<file path="config.mk">
export PLATFORM = sky130hd
export DESIGN_NAME = msrv32_dbus_ctrl
export DESIGN_NICKNAME = d
export VERILOG_FILES = /design/src/rtl/msrv32_dbus_ctrl.sv
export SDC_FILE = /design/constraint.sdc
export NUM_CORES = 1
export LEC_CHECK = 0
export BUFFER_PORTS_ARGS = -buffer_cell sky130_fd_sc_hd__buf_2
export CAP_MARGIN = 25
export CORE_MARGIN = 4
export CORE_UTILIZATION = 35
export DETAILED_ROUTE_END_ITERATION = 10
export MAX_ROUTING_LAYER = met4
export PLACE_DENSITY_LB_ADDON = 0.08
export SLEW_MARGIN = 20
export SYNTH_ARGS = -nofsm -noshare
export SYNTH_HDL_FRONTEND = slang
export SYNTH_SLANG_ARGS = --single-unit
</file>
<file path="constraint.sdc">
create_clock -name clk_in -period 1.7 [get_ports clk_in]
set_input_delay 0.085 -clock clk_in [delete_from_list [all_inputs] [get_ports clk_in]]
set_output_delay 0.085 -clock clk_in [all_outputs]
set_load 0.02 [all_outputs]
</file>
<file path="src/rtl/msrv32_dbus_ctrl.sv">
// Data-bus controller: runs one load/store request as a single AHB-Lite
// transfer (address phase, data phase, wait states). It captures read data,
// response and alignment info for the load unit, rejects misaligned or
// illegal-size requests without touching the bus, and aborts a transfer
// that stalls too long.
module msrv32_dbus_ctrl #(
    parameter int TIMEOUT_CYCLES = 16
) (
    input  logic        clk_in,
    input  logic        rst_n_in,
    input  logic        req_valid_in,
    output logic        req_ready_out,
    input  logic [31:0] req_addr_in,
    input  logic        req_we_in,
    input  logic [1:0]  req_size_in,
    input  logic        req_unsigned_in,
    input  logic [31:0] req_wdata_in,
    output logic [31:0] haddr_out,
    output logic [1:0]  htrans_out,
    output logic        hwrite_out,
    output logic [2:0]  hsize_out,
    output logic [31:0] hwdata_out,
    output logic [3:0]  wmask_out,
    input  logic        hready_in,
    input  logic        hresp_in,
    input  logic [31:0] hrdata_in,
    output logic [31:0] lu_data_out,
    output logic [1:0]  lu_load_size_out,
    output logic        lu_unsigned_out,
    output logic [1:0]  lu_addr_lo_out,
    output logic        lu_resp_out,
    output logic        done_valid_out,
    output logic        misalign_out,
    output logic        timeout_out
);

    typedef enum logic [1:0] {
        ST_IDLE = 2'd0,
        ST_ADDR = 2'd1,
        ST_DATA = 2'd2
    } state_t;

    localparam logic [7:0] TIMEOUT_LIMIT = 8'(TIMEOUT_CYCLES);

    state_t      state_reg;
    logic [31:0] addr_reg;
    logic [31:0] wdata_reg;
    logic        we_reg;
    logic [1:0]  size_reg;
    logic        unsigned_reg;
    logic [7:0]  wait_cnt_reg;
    logic [7:0]  wait_cnt_next;
    logic        timeout_hit;
    logic        req_bad;

    logic [31:0] lu_data_reg;
    logic [1:0]  lu_size_reg;
    logic        lu_unsigned_reg;
    logic [1:0]  lu_addr_lo_reg;
    logic        lu_resp_reg;
    logic        done_reg;
    logic        misalign_reg;
    logic        timeout_reg;

    // Request legality and stall-counter lookahead.
    always_comb begin
        req_bad = (req_size_in == 2'b10) ||
                  (req_size_in == 2'b01 && req_addr_in[0]) ||
                  (req_size_in == 2'b11 && req_addr_in[1:0] != 2'b00);
        wait_cnt_next = wait_cnt_reg + 8'd1;
        timeout_hit   = (wait_cnt_next == TIMEOUT_LIMIT);
    end

    // Transfer sequencer: accept/reject, phase tracking, capture and abort.
    always_ff @(posedge clk_in or negedge rst_n_in) begin
        if (!rst_n_in) begin
            state_reg       <= ST_IDLE;
            addr_reg        <= '0;
            wdata_reg       <= '0;
            we_reg          <= 1'b0;
            size_reg        <= 2'b00;
            unsigned_reg    <= 1'b0;
            wait_cnt_reg    <= '0;
            lu_data_reg     <= '0;
            lu_size_reg     <= 2'b00;
            lu_unsigned_reg <= 1'b0;
            lu_addr_lo_reg  <= 2'b00;
            lu_resp_reg     <= 1'b0;
            done_reg        <= 1'b0;
            misalign_reg    <= 1'b0;
            timeout_reg     <= 1'b0;
        end else begin
            done_reg     <= 1'b0;
            misalign_reg <= 1'b0;
            timeout_reg  <= 1'b0;
            case (state_reg)
                ST_IDLE: begin
                    wait_cnt_reg <= '0;
                    if (req_valid_in) begin
                        if (req_bad) begin
                            misalign_reg <= 1'b1;
                        end else begin
                            addr_reg     <= req_addr_in;
                            wdata_reg    <= req_wdata_in;
                            we_reg       <= req_we_in;
                            size_reg     <= req_size_in;
                            unsigned_reg <= req_unsigned_in;
                            state_reg    <= ST_ADDR;
                        end
                    end
                end
                ST_ADDR: begin
                    if (hready_in) begin
                        wait_cnt_reg <= '0;
                        state_reg    <= ST_DATA;
                    end else if (timeout_hit) begin
                        wait_cnt_reg <= '0;
                        lu_resp_reg  <= 1'b1;
                        done_reg     <= 1'b1;
                        timeout_reg  <= 1'b1;
                        state_reg    <= ST_IDLE;
                    end else begin
                        wait_cnt_reg <= wait_cnt_next;
                    end
                end
                ST_DATA: begin
                    // hresp_in only counts on the hready_in=1 cycle; the first
                    // error cycle is treated as an ordinary wait state.
                    if (hready_in) begin
                        if (!we_reg) begin
                            lu_data_reg <= hrdata_in;
                        end
                        lu_size_reg     <= size_reg;
                        lu_unsigned_reg <= unsigned_reg;
                        lu_addr_lo_reg  <= addr_reg[1:0];
                        lu_resp_reg     <= hresp_in;
                        done_reg        <= 1'b1;
                        wait_cnt_reg    <= '0;
                        state_reg       <= ST_IDLE;
                    end else if (timeout_hit) begin
                        wait_cnt_reg <= '0;
                        lu_resp_reg  <= 1'b1;
                        done_reg     <= 1'b1;
                        timeout_reg  <= 1'b1;
                        state_reg    <= ST_IDLE;
                    end else begin
                        wait_cnt_reg <= wait_cnt_next;
                    end
                end
                default: begin
                    wait_cnt_reg <= '0;
                    state_reg    <= ST_IDLE;
                end
            endcase
        end
    end

    // Transfer size encoding for the address phase.
    always_comb begin
        case (size_reg)
            2'b00:   hsize_out = 3'b000;
            2'b01:   hsize_out = 3'b001;
            default: hsize_out = 3'b010;
        endcase
    end

    // Per-lane write data replication and write strobes.
    generate
        for (genvar gi = 0; gi < 4; gi++) begin : g_lane
            assign hwdata_out[gi*8 +: 8] =
                (size_reg == 2'b00) ? wdata_reg[7:0] :
                (size_reg == 2'b01) ? wdata_reg[(gi % 2)*8 +: 8] :
                                      wdata_reg[gi*8 +: 8];
            assign wmask_out[gi] = (state_reg == ST_DATA) && we_reg &&
                ((size_reg == 2'b00) ? (addr_reg[1:0] == 2'(gi)) :
                 (size_reg == 2'b01) ? (addr_reg[1] == 1'(gi / 2)) :
                                       1'b1);
        end
    endgenerate

    assign req_ready_out    = (state_reg == ST_IDLE);
    assign haddr_out        = addr_reg;
    assign htrans_out       = (state_reg == ST_ADDR) ? 2'b10 : 2'b00;
    assign hwrite_out       = (state_reg == ST_ADDR) && we_reg;
    assign lu_data_out      = lu_data_reg;
    assign lu_load_size_out = lu_size_reg;
    assign lu_unsigned_out  = lu_unsigned_reg;
    assign lu_addr_lo_out   = lu_addr_lo_reg;
    assign lu_resp_out      = lu_resp_reg;
    assign done_valid_out   = done_reg;
    assign misalign_out     = misalign_reg;
    assign timeout_out      = timeout_reg;

endmodule
</file>
==> results of run 1 <==
[report_power, final]
group	internal [uW]	switching, uW	total, uW
Combinational	3770	4170	7950
Clock	2750	1240	3990
Sequential	4150	794	4950
[final cells by class]
type | count | area (um2)
clock buffer | 24 | 492
clock inverter | 7 | 164
fill | 1188 | 5810
inverter | 5 | 18.8
multi-input combinational | 226 | 2190
sequential | 119 | 2980
tap | 184 | 230
timing repair buffer | 356 | 2650
[routing by layer]
layer	vias up	track usage
li1	2013	-
met1	2090	0.206
met2	141	0.271
met3	23	0.0474
met4	0	0.0715
met5	-	-
[how the worst max path moves through the flow]
stage,startpoint,endpoint,slack (ns),cells past startpoint
CTS,size_reg[1],hwdata_out[13],-0.03,4
global route,size_reg[0],hwdata_out[15],-0.05,4
global placement,wait_cnt_reg[4],done_valid_out,0.03,6
finish,size_reg[1],hwdata_out[15],0.01,4
detailed placement,state_reg[1],haddr_out[20],0.004,5
floorplan,state_reg[1],haddr_out[0],0.002,6
[repair_timing]
action / 4_1_cts / 5_1_grt
resized for setup: 11 / 62
setup buffers: 2 / 6
endpoints found under the setup margin: 29 / 74
pin swaps: 1 / 4
hold buffers: 103 / 0
endpoints found under the hold margin: 222 / 0
gates cloned: 0 / 8
[cells by family (layout without fill, tap and decap cells)]
| group | after synthesis | in the layout | share of synthesized area |
|---|---|---|---|
| muxes | 129 | 129 | 0.278 |
| DFF | 119 | 119 | 0.575 |
| and+or+nand+nor | 54 | 55 | 0.0546 |
| buffers and inverters | 34 | 392 | 0.0343 |
| AOI/OAI and AO/OA | 26 | 26 | 0.0292 |
| xor gates and xnor gates | 8 | 8 | 0.0135 |
| adders and majority gates | 6 | 6 | 0.0145 |
| other | 1 | 2 | 0.000724 |
[Yosys cell counts, drive strengths merged (2+ instances only)]
library cell / instances / area, um2
xnor2: 3 / 26.3
nand2b: 5 / 31.3
nor2b: 2 / 12.5
o21ai: 14 / 70.1
nor3: 4 / 20.0
nand3: 4 / 20.0
inv: 5 / 18.8
and3: 4 / 30.0
nor2: 12 / 45.0
clkbuf: 8 / 30.0
mux2: 119 / 1340
and2: 2 / 12.5
mux2i: 10 / 100
or4: 2 / 15.0
a22oi: 2 / 15.0
buf: 21 / 129
ha: 6 / 75.1
nand2: 16 / 60.1
xor2: 5 / 43.8
a21oi: 5 / 25.0
dfrtp: 119 / 2980
[stage by stage]
stage                     setup WS, ns  instance area [um2]  instances
after floorplan                0.00211                 5250        378
after global placement          0.0329                 6570        771
after global routing           -0.0495                 8730        921
after detailed placement       0.00446                 6570        771
after CTS                      -0.0349                 8310        907
final                           0.0148                 8730        921
[critical path, cell delays in order, from the launching register on]
cell and delay, ns:
dfrtp_2 0.44, nor2_2 0.10, buf_6 0.18, mux2_4 0.33, buf_6 0.13
==> results.md, run 1 <==
- Clock-pin slew was measured on the worst setup and hold paths at 0.05 ns.
- The detail-routed net length per standard cell is 16.3 um.
- Setup repair after global routing could not meet its margin everywhere.
- Based on the critical path, the design can be clocked at up to 0.593 GHz.
- Detailed placement finished with a half-perimeter wire length of 8980 um.
- The routed design has 15000 um of wire.
- The global-route wire length before repair is 21500 um.
- The count of vias placed by the detailed router is 4267.
- Counting flops with an async set or reset pin after synthesis yields a share of 1.00.
- In this run the most critical hold path is launched from hresp_in.
- The height of the die is 130 um.
- For this run, design rule violations remaining after detail routing come to 0.
- The sum of internal, switching and leakage power is 16900 uW.
- The count of endpoints failing hold in the final timing report is 0.
- In this run the critical register-to-register path is launched from state_reg[0].
- In this run the cell area of the synthesized design comes to 5180 um2.
- The area of the core region is 14500 um2.
- The met1 routed wirelength after detailed routing is 6360 um.
- In the layout the commonest cells are 203 x buf_2, 118 x dfrtp_1, 110 x mux2_2.
- The buffer depth of the longest clock path is 2.
- The CTS tree is built.
- The number of clock buffers inserted by TritonCTS is 17.
- Relative to the synthesized area, the layout overhead comes to 68.5%.
- The number of pins exceeding their max-slew limit in the final report is 0.
- STA puts the critical path data arrival time at about 1.6 ns.
- In the routed layout, each cell is associated on average with a via count of between 4 and 5.
- The max-capacitance violation count is 0.
- At the end of the flow the core is filled with cells to 0.600.
- The final period demand of the worst path is roughly 1.7 ns.
- Clock skew on the completed layout was measured at about 0.0055 ns.
- The clock insertion delay at the later pin of the skew report is around 0.4 ns.
- Of the cells placed in the final design, the portion with a size suffix greater than 1 is 0.575.
- Counting flops and latches in the post-synthesis netlist gives 119.
- The number of antenna violations at the first check in global routing was 0.
- The run finished with clean final reports.
- Before antenna repair, the detailed router went through 4 iterations.
- The root buffer cell chosen for the clock tree is clkbuf_16.
- Across all hold checks on the routed design, the worst slack comes to 0.172 ns.
- The count of port buffers added during placement is 218.
- The sequential area share after synthesis is 0.575.
- The most frequently used flop master after synthesis is dfrtp_1.
- The post-synthesis instance total is about 380.
- The critical path is of the reg2out type.
- Summed over all cells, the static leakage comes to between 0.004 and 0.005 uW.
- The critical-path maximum fanout is 8.
- The remaining antenna violation count is 0.
- The worst hold path terminates at lu_resp_out.
- In this run the power density over the cells is 1930 nW/um2.
- The critical register-to-register path endpoint is lu_data_out[2].
- The transition time of the tightest slew-check pin is around 0.66 ns.
- The routed length on met3 is approximately 880 um.
- Yosys mapped a number of flops with a built-in enable equal to 0.
- The worst register-to-register path has a setup slack of 0.06 ns.
- The final cycle utilization of the critical path is 0.991.
- The number of library cell types mapped by synthesis is 34.
- The worst setup path is launched from a flip-flop.
- The remaining global-route overflow is 0.
- The max-slew headroom at the worst pin is 0.557.
- The library cell used most frequently in the layout, excluding fill and tap cells, is buf_2.
- The critical path required time is 1.62 ns.
- A synthesized cell averages 13.7 um2.
- The number of placed I/O pins is 221.
- The topmost layer with routed signal wires is met4.
- Setup violations remaining at the end of the flow were counted as 0.
- After the last flow step, the layout net total stands at between 800 and 900.
- The Yosys step of the flow raised 0 warnings.
- The all-layer global routing usage is 0.171.
- The weighted congestion reported at the end of routability-driven placement is 0.745.
- The full die area is around 17000 um2.
- The classification of the worst-slack hold path is in2reg.
- Entering global routing, the biggest net connects 120 pins.
- The row count is 44.
- The worst hold path passes through 6 cells.
- STA classifies the critical path endpoint as an output port.
- The depth of the CTS H-tree is 4.
- The via count of the first global-routing pass came to 4255.
- The clock sink count is 119.
- The met2 layer wire length in the routed design is 7570 um.
- The number of diodes added for antenna fixing is 0.
- VDD sags by at most roughly 0.9 mV.
- The detailed router finished its first iteration with around 170 violations.
- The starting density of the core is 0.356.
- The die is 130 um wide.
- The number of cells traversed by the worst register-to-register path is 6.
- For the final routed database, the setup TNS stands at 0 ns.
(Power assumes the default switching activity.)
==> run 2, diff against run 1 <==
--- a/config.mk
+++ b/config.mk
@@ -5,13 +5,17 @@
 export SDC_FILE = /design/constraint.sdc
 export NUM_CORES = 1
 export LEC_CHECK = 0
+export ABC_AREA = 1
 export BUFFER_PORTS_ARGS = -buffer_cell sky130_fd_sc_hd__buf_2
 export CAP_MARGIN = 25
+export CELL_PAD_IN_SITES_DETAIL_PLACEMENT = 0
+export CELL_PAD_IN_SITES_GLOBAL_PLACEMENT = 1
 export CORE_MARGIN = 4
-export CORE_UTILIZATION = 35
+export CORE_UTILIZATION = 32
 export DETAILED_ROUTE_END_ITERATION = 10
 export MAX_ROUTING_LAYER = met4
 export PLACE_DENSITY_LB_ADDON = 0.08
+export REMOVE_ABC_BUFFERS = 1
 export SLEW_MARGIN = 20
 export SYNTH_ARGS = -nofsm -noshare
 export SYNTH_HDL_FRONTEND = slang
==> results.md, run 2 <==
- After synthesis, the largest family of logic cells by area is multiplexers.
- The simple-gate share of the synthesized area is 0.0976.
- The critical path in this run is classified as reg2out.
- The number of pins exceeding their max-slew limit in the final report is 0.
- Max-cap violations in this run came to 0.
- The floorplan step defined a core boundary enclosing 15900 um2.
- The worst hold path belongs to the class in2reg.
- Of all nets on the critical path, the largest fanout is 5.
- Entering global routing, the biggest net connects 120 pins.
- The number of antenna violations at the first check in global routing is 0.
- The starting density of the core is 0.326.
- Of the total synthesized cell area, the portion taken by full adders, half adders and majority gates is 0.0145.
- Setup repair after global routing could not meet its margin everywhere.
- The final reports fail on setup timing.
- The worst setup path is captured at an output port.
- The detailed router finished its first iteration with roughly 130 violations.
- The final worst clock skew is roughly 0.0045 ns.
- The routed wire length is roughly 17000 um.
- The die covers 18300 um2.
- The synthesized area divided by synthesized cell count is approximately 11 um2.
- In this run, synthesis inferred 0 flip-flops with an integrated enable.
- The master of the slowest instance on the critical path is dfrtp_1.
- The critical path required time is 1.62 ns.
- Data arrives at the worst endpoint at around 1.7 ns.
- The number of library cell types mapped by synthesis is 29.
- The weighted congestion reported at the end of routability-driven placement is 0.782.
- Headroom to the max-slew limit came out at 0.509.
- For this run, the post-layout net count is between 900 and 1k.
- The clock transition at the registers of the reported paths is 0.06 ns.
- The number of placed I/O pins is 221.
- The mux share of post-synthesis cell area is 0.152.
- The largest single stage delay on the critical path is 0.41 ns.
- For this design the static power due to leakage is 0.00444 uW.
- The post-synthesis instance area is 5180 um2.
- The depth of the CTS H-tree is 4.
- The switching power share of the total is 0.398.
- Cell internal power was estimated by the tool at 10800 uW.
- The most numerous cell type found on the critical path is buf_8.
- Synthesis produced a netlist whose cell count is 472.
- The placed wire-length estimate is 10400 um.
- The top achievable clock speed is 0.577 GHz.
- Detailed routing inserted a total of 4708 vias.
- The part of the total power dissipated in combinational logic is 0.505.
- The run finished, with violations left.
- The xor and xnor area share after synthesis is 0.
- Summing internal, switching and leakage power gives roughly 18000 uW.
- The post-place instance area is ~6500 um2.
- The number of diodes added for antenna fixing is 0.
- The count of nets left with antenna violations once routing finished came out at 0.
- The all-layer global routing usage is 0.178.
- In this run the vertical extent of the chip is 135 um.
- The power share of the clock group is 0.222.
- The library cells used most frequently in the layout, excluding fill and tap cells, are 189 x buf_2, 119 x dfrtp_1, 103 x dlygate4sd3_1.
- The compound-gate portion of the synthesized area came to 0.0860.
- The final cycle utilization of the critical path is 1.02.
- The finished cells cover 9060 um2.
- The count of endpoints failing hold in the final timing report is 0.
- The top cell type's share of synthesized area is 0.575.
- Input and output buffers added on the ports amount to 218.
- The global-route wire length before repair is 24600 um.
- The count of endpoints failing setup in the final report is 7.
- Relative to the synthesized area, the layout overhead comes to 74.9%.
- The CTS tree is built.
- The largest area contributor in the netlist is dfrtp_1.
- Row generation in the floorplan step produced between 40 and 50 rows.
- The library cell with the highest instance count after synthesis is dfrtp_1.
- The number of clock buffers inserted by TritonCTS is 17.
- The final-layout worst hold slack is between 0.04 and 0.05 ns.
- The first detailed-routing pass took 4 iterations.
- The analysis attributes to net switching a power of ~7000 uW.
- Of the total power, registers draw 0.273.
- Summing all flip-flop and latch instances after layout gives 2980 um2.
- After synthesis, the most frequently instantiated cells are 119 x dfrtp_1, 80 x nand2_1, 62 x mux2_2.
- The transition time of the tightest slew-check pin is 0.736 ns.
- The most frequently used flop master after synthesis is dfrtp_1.
- For this run, the number of Yosys warnings is 0.
- The final core area utilization is 0.571.
- The remaining global-route overflow is 0.
- The hold path startpoint is hresp_in.
- The total power per unit cell area is 1970 nW/um2.
- In the post-route analysis, the smallest setup slack over all paths is -0.0329 ns.
- The via count of the first global-routing pass is 4939.
- The clock passes through at most 2 buffers.
- The reg-to-reg startpoint is state_reg[0].
- The launch point of the worst path is size_reg[1].
- In the routed design, unresolved DRC markers number 0.
- IR analysis of the VDD net gives a maximum drop of between 1 and 1.5 mV.
- The clock sink count is ~120.
- Leaving out fill and tap cells, the most frequent cell in the layout is buf_2.
- The kind of launch point of the worst setup path is a flip-flop.
- The number of filler instances in the final layout is 1422.
- The share of post-route cells with drive strength above 1 is 0.502.
- The final period demand of the worst path is 1.73 ns.
- The sequential area share after synthesis is 0.575.
- The clock insertion delay at the later pin of the skew report is 0.41 ns.
- After detailed routing, the average wire length per cell comes to 15.7 um.
- Walking the worst path, the cells encountered are buf_8, nor2_4, buf_8, nand2_1, o221ai_2, buf_4.
- The routed via count divided by cell count is 4.47.
- The share of flip-flops with an asynchronous set or reset after synthesis is 1.00.
- The cell at the root of the clock tree is clkbuf_16.
- Synthesis inferred 119 register bits.
- By area the synthesized netlist is led by dfrtp_1 57%, mux2_2 13%, nand2_1 5.8%.
- Summing all multi-input logic gate instances after layout gives roughly 2200 um2.
- The die is 135 um wide.
run 2: changes by cell type after synthesis, sizes merged, moves of 4 or more:
cell,before,now
a21oi,5,14
nand2b,5,0
nor2,12,20
mux2,119,70
clkbuf,8,3
nand3,4,8
o21ai,14,58
xor2,5,0
o221ai,0,8
inv,5,49
and3,4,0
mux2i,10,0
nand2,16,83
run 2: cell type report:
class	instances	area share
Tap cell	216	0.0298
Sequential cell	119	0.329
Timing Repair Buffer	360	0.305
Clock inverter	14	0.0233
Inverter	51	0.0229
Clock buffer	18	0.0485
Multi-Input combinational cell	276	0.242
run 2: per-stage QoR:
step | cells | setup TNS (ns) | setup WS (ns)
2_1_floorplan | 446 | -45.62 | -0.555
3_3_place_gp | 896 | 0 | 0.104
3_5_place_dp | 896 | 0 | 0.0804
4_1_cts | 1038 | -1.07 | -0.0777
5_1_grt | 1054 | -2.28 | -0.110
6_report | 1054 | -0.105 | -0.0329
run 2: final timing paths:
| check | end | slack, ns | depth (start not counted) |
|---|---|---|---|
| max | hwdata_out[24] | -0.03 | 6 |
| min | lu_resp_out | 0.05 | 4 |
| max reg2reg | wdata_reg[16] | 0.01 | 7 |
| min reg2reg | lu_load_size_out[1] | 0.48 | 2 |
| max in group asynchronous | haddr_out[22] | 0.84 | 3 |
| min in group asynchronous | haddr_out[31] | 0.23 | 3 |
run 2: cells by family (layout without fill, tap and decap cells):
logic type | count (synthesis) | after routing
flops | 119 | 119
compound gates | 81 | 81
mux | 70 | 70
simple gates | 117 | 117
buf+inv | 78 | 443
fa+ha+maj | 6 | 6
other cells | 1 | 2
run 2: power by group through the flow:
stage	logic (uW)	registers (uW)	clock network [uW]
2_1_floorplan	2860	5990	0
3_3_place_gp	6650	4770	0
3_5_place_dp	6710	4790	0
4_1_cts	7660	4800	4070
5_1_grt	9620	5040	4200
6_report	9010	4870	3970
run 2: repair_timing:
action	in CTS	in global routing
hold buffers	103	0
pin swaps	5	9
setup buffers	6	10
endpoints found under the setup margin	20	85
resized for setup	63	116
gates cloned	2	6
hold endpoints to repair	220	0
run 2: per-layer routing:
metal  track usage  vias to the layer above  routed length [um]
met5             -                        -                   0
met4        0.0543                        0                 314
met3        0.0602                       23                 933
met2         0.297                      140                8680
met1         0.202                     2279                6650
li1              -                     2266                   -
run 2: worst max-delay path: cells and delay by family, from the launching register on:
kind / cells / cell delay [ns]
buffers and inverters: 3 / 0.49
AO/OA/AOI/OAI: 1 / 0.08
AND/OR/NAND/NOR: 2 / 0.26
flip-flops: 1 / 0.41
==> run 3, diff against run 2 <==
--- a/config.mk
+++ b/config.mk
@@ -11,7 +11,8 @@
 export CELL_PAD_IN_SITES_DETAIL_PLACEMENT = 0
 export CELL_PAD_IN_SITES_GLOBAL_PLACEMENT = 1
 export CORE_MARGIN = 4
-export CORE_UTILIZATION = 32
+export CORE_UTILIZATION = 33
+export CTS_BUF_LIST = sky130_fd_sc_hd__clkbuf_4
 export DETAILED_ROUTE_END_ITERATION = 10
 export MAX_ROUTING_LAYER = met4
 export PLACE_DENSITY_LB_ADDON = 0.08
==> results.md, run 3 (synthesis gave the netlist of run 2 again) <==
- The height of the die is 133 um.
- The number of antenna violations at the first check in global routing was 0.
- From synthesis to final layout, the design area changed by 67.2%.
- The weighted congestion reported at the end of routability-driven placement is 0.801.
- The tree is rooted in a clkbuf_4.
- The share of post-route cells with drive strength above 1 is 0.486.
- Setup repair after global routing could not meet its margin everywhere.
- The detail-routed net length per standard cell is 15.9 um.
- The core region is between 15000 and 20000 um2.
- The tightest hold path in the finished design has a slack of 0.123 ns.
- Of all nets on the critical path, the largest fanout is 5.
- In the global route stage, met3 resource usage came out at 0.0548.
- The number of pins exceeding their max-slew limit in the final report is 0.
- STA classifies the critical path endpoint as an output port.
- The all-layer global routing usage is 0.188.
- In the layout the commonest cells are 190 x buf_2, 118 x dfrtp_1, 105 x dlygate4sd3_1.
- Across the routed clock network, the largest skew measured is 0.0223 ns.
- Max-cap violations in this run came to 0.
- In the finished design, the share of the clock period the worst path needs comes to 1.05.
- In this run the power density over the cells is 1810 nW/um2.
- The classification of the worst-slack hold path is in2async.
- During I/O placement, the number of pins put on the boundary was 221.
- In this run the tool buffered the top-level ports with 218 buffer cells.
- The max-slew headroom at the worst pin is 0.666.
- The checks that failed: setup timing.
- The kind of launch point of the worst setup path is a flip-flop.
- The flow ran to the end, but the final reports show violations.
- Counting every sink on the clock net gives 119.
- Setup violations remaining at the end of the flow were counted as 24.
- The highest ir drop seen on vdd is 1.02 mV.
- The buffer depth of the longest clock path is 2.
- The most frequent standard cell in the layout excluding fill and tap cells is buf_2.
- The signal arrival time at the worst endpoint is roughly 1.7 ns.
- The depth of the CTS H-tree is 4.
- The number of clock buffers inserted by TritonCTS is 17.
- The placed instances occupy a cell area of roughly 6500 um2.
- Once routing completed, OpenROAD measured the worst setup slack at -0.0850 ns.
- Data on the critical path is required at its endpoint by about 1.6 ns.
- The clock transition at the registers of the reported paths is 0.11 ns.
- Derived from the worst setup path, the maximum achievable clock frequency is about 0.56 GHz.
- The final cell count without fillers is 1054.
- After global routing the overflow that remains totals 0.
- The floorplan step defined a die boundary enclosing 17800 um2.
- The routed wire length is about 17000 um.
- The first global-routing pass estimated between 20000 and 30000 um of wire.
- At the pin with the least slew margin, the transition time is ~0.5 ns.
- The via count of the first global-routing pass is 5023.
- The count of endpoints failing hold in the final timing report came to 0.
- After legalization and detailed placement, the total HPWL measured 10500 um.
- The cell total after placement is around 900.
- The number of diodes added for antenna fixing is 0.
- The final period demand of the worst path is between 1.5 and 2 ns.
- After detailed routing, the number of remaining DRC violations is 0.
- The first routing iteration left roughly 200 violations.
- The clock insertion delay at the later pin of the skew report is around 0.54 ns.
- The width of the chip is 133 um.
- The cell area after layout is about 8700 um2.
- After floorplanning, the core was divided into 45 placement rows.
- The kind of critical path is reg2out.
- After routing, the total negative slack on setup checks comes to -1.20 ns.
- The CTS tree is built.
- After the last flow step, the layout net total stands at 942.
- The pin count of the biggest net entering global routing is 56.
- The count of vias placed by the detailed router is 4763.
- The global routing met2 resource utilization is 0.317.
- The starting density of the core is 0.338.
- The standby leakage power is 0.00419 uW.
- The count of nets left with antenna violations once routing finished came out at 0.
- Dividing the detail-routed via count by the number of cells gives ~4.5.
- The met1 track demand over resource in global routing is 0.218.
- The busiest layer in global routing is met2.
- The number of iterations in the first detailed-routing pass is 4.
[run 3: changes by cell type in the layout (fill, tap and decap cells not counted), moves of 6 or more]
cell,previous run,this run
clkbuf_16,23,7
mux2_2,40,61
buf_4,32,38
mux2_1,1,8
clkbuf_4,0,20
mux2_4,29,1
[run 3: worst paths after layout]
kind,start,end,slack [ns],cells past startpoint
setup / recovery,size_reg[1],wmask_out[0],-0.09,6
hold / removal,rst_n_in,haddr_out[1],0.12,3
setup reg to reg,state_reg[0],haddr_out[29],0.05,7
hold reg to reg,lu_unsigned_out,lu_unsigned_out,0.49,2
max in group asynchronous,rst_n_in,lu_unsigned_out,0.94,3
min in group clk_in,req_wdata_in[0],wdata_reg[0],0.28,4
[run 3: per-layer routing]
metal	vias to the layer above	wire, um
met5	-	0
met4	0	288
met3	20	902
met2	144	8700
met1	2323	6850
li1	2276	-
[run 3: metrics by stage]
stage / worst slack (ns) / total power (uW) / util
floorplan: -0.555 / 8850 / -
CTS: -0.144 / 15100 / 0.540
detailed placement: 0.0796 / 11500 / 0.427
finish: -0.0850 / 15700 / 0.566
global route: -0.204 / 16700 / 0.566
global placement: 0.103 / 11400 / 0.427
[run 3: report_power, final]
group,switching (uW),total [uW],internal (uW)
sequential,727,4850,4130
combinational,4870,8640,3770
clock,1150,2220,1070
total,6740,15700,8960
[run 3: repair_timing]
item | in CTS | in global routing
pin swaps | 6 | 7
setup buffers | 6 | 10
endpoints found under the hold margin | 225 | 0
gates resized for setup | 89 | 41
setup endpoints to repair | 29 | 84
gates cloned | 2 | 9
hold buffers | 107 | 0
[run 3: area by class of cell]
cell class,instances,area [um2]
Clock buffer,20,150
Clock inverter,11,150
Fill cell,1394,6650
Inverter,51,214
Multi-Input combinational cell,277,2090
Sequential cell,119,2980
Tap cell,211,264
Timing Repair Buffer,365,2810
[run 3: worst max-delay path, stage by stage (launching register included)]
cell and delay (ns):
dfrtp_2 0.47, nor2_4 0.16, buf_6 0.16, inv_4 0.05, a21oi_2 0.10, nor2_1 0.05, buf_4 0.17
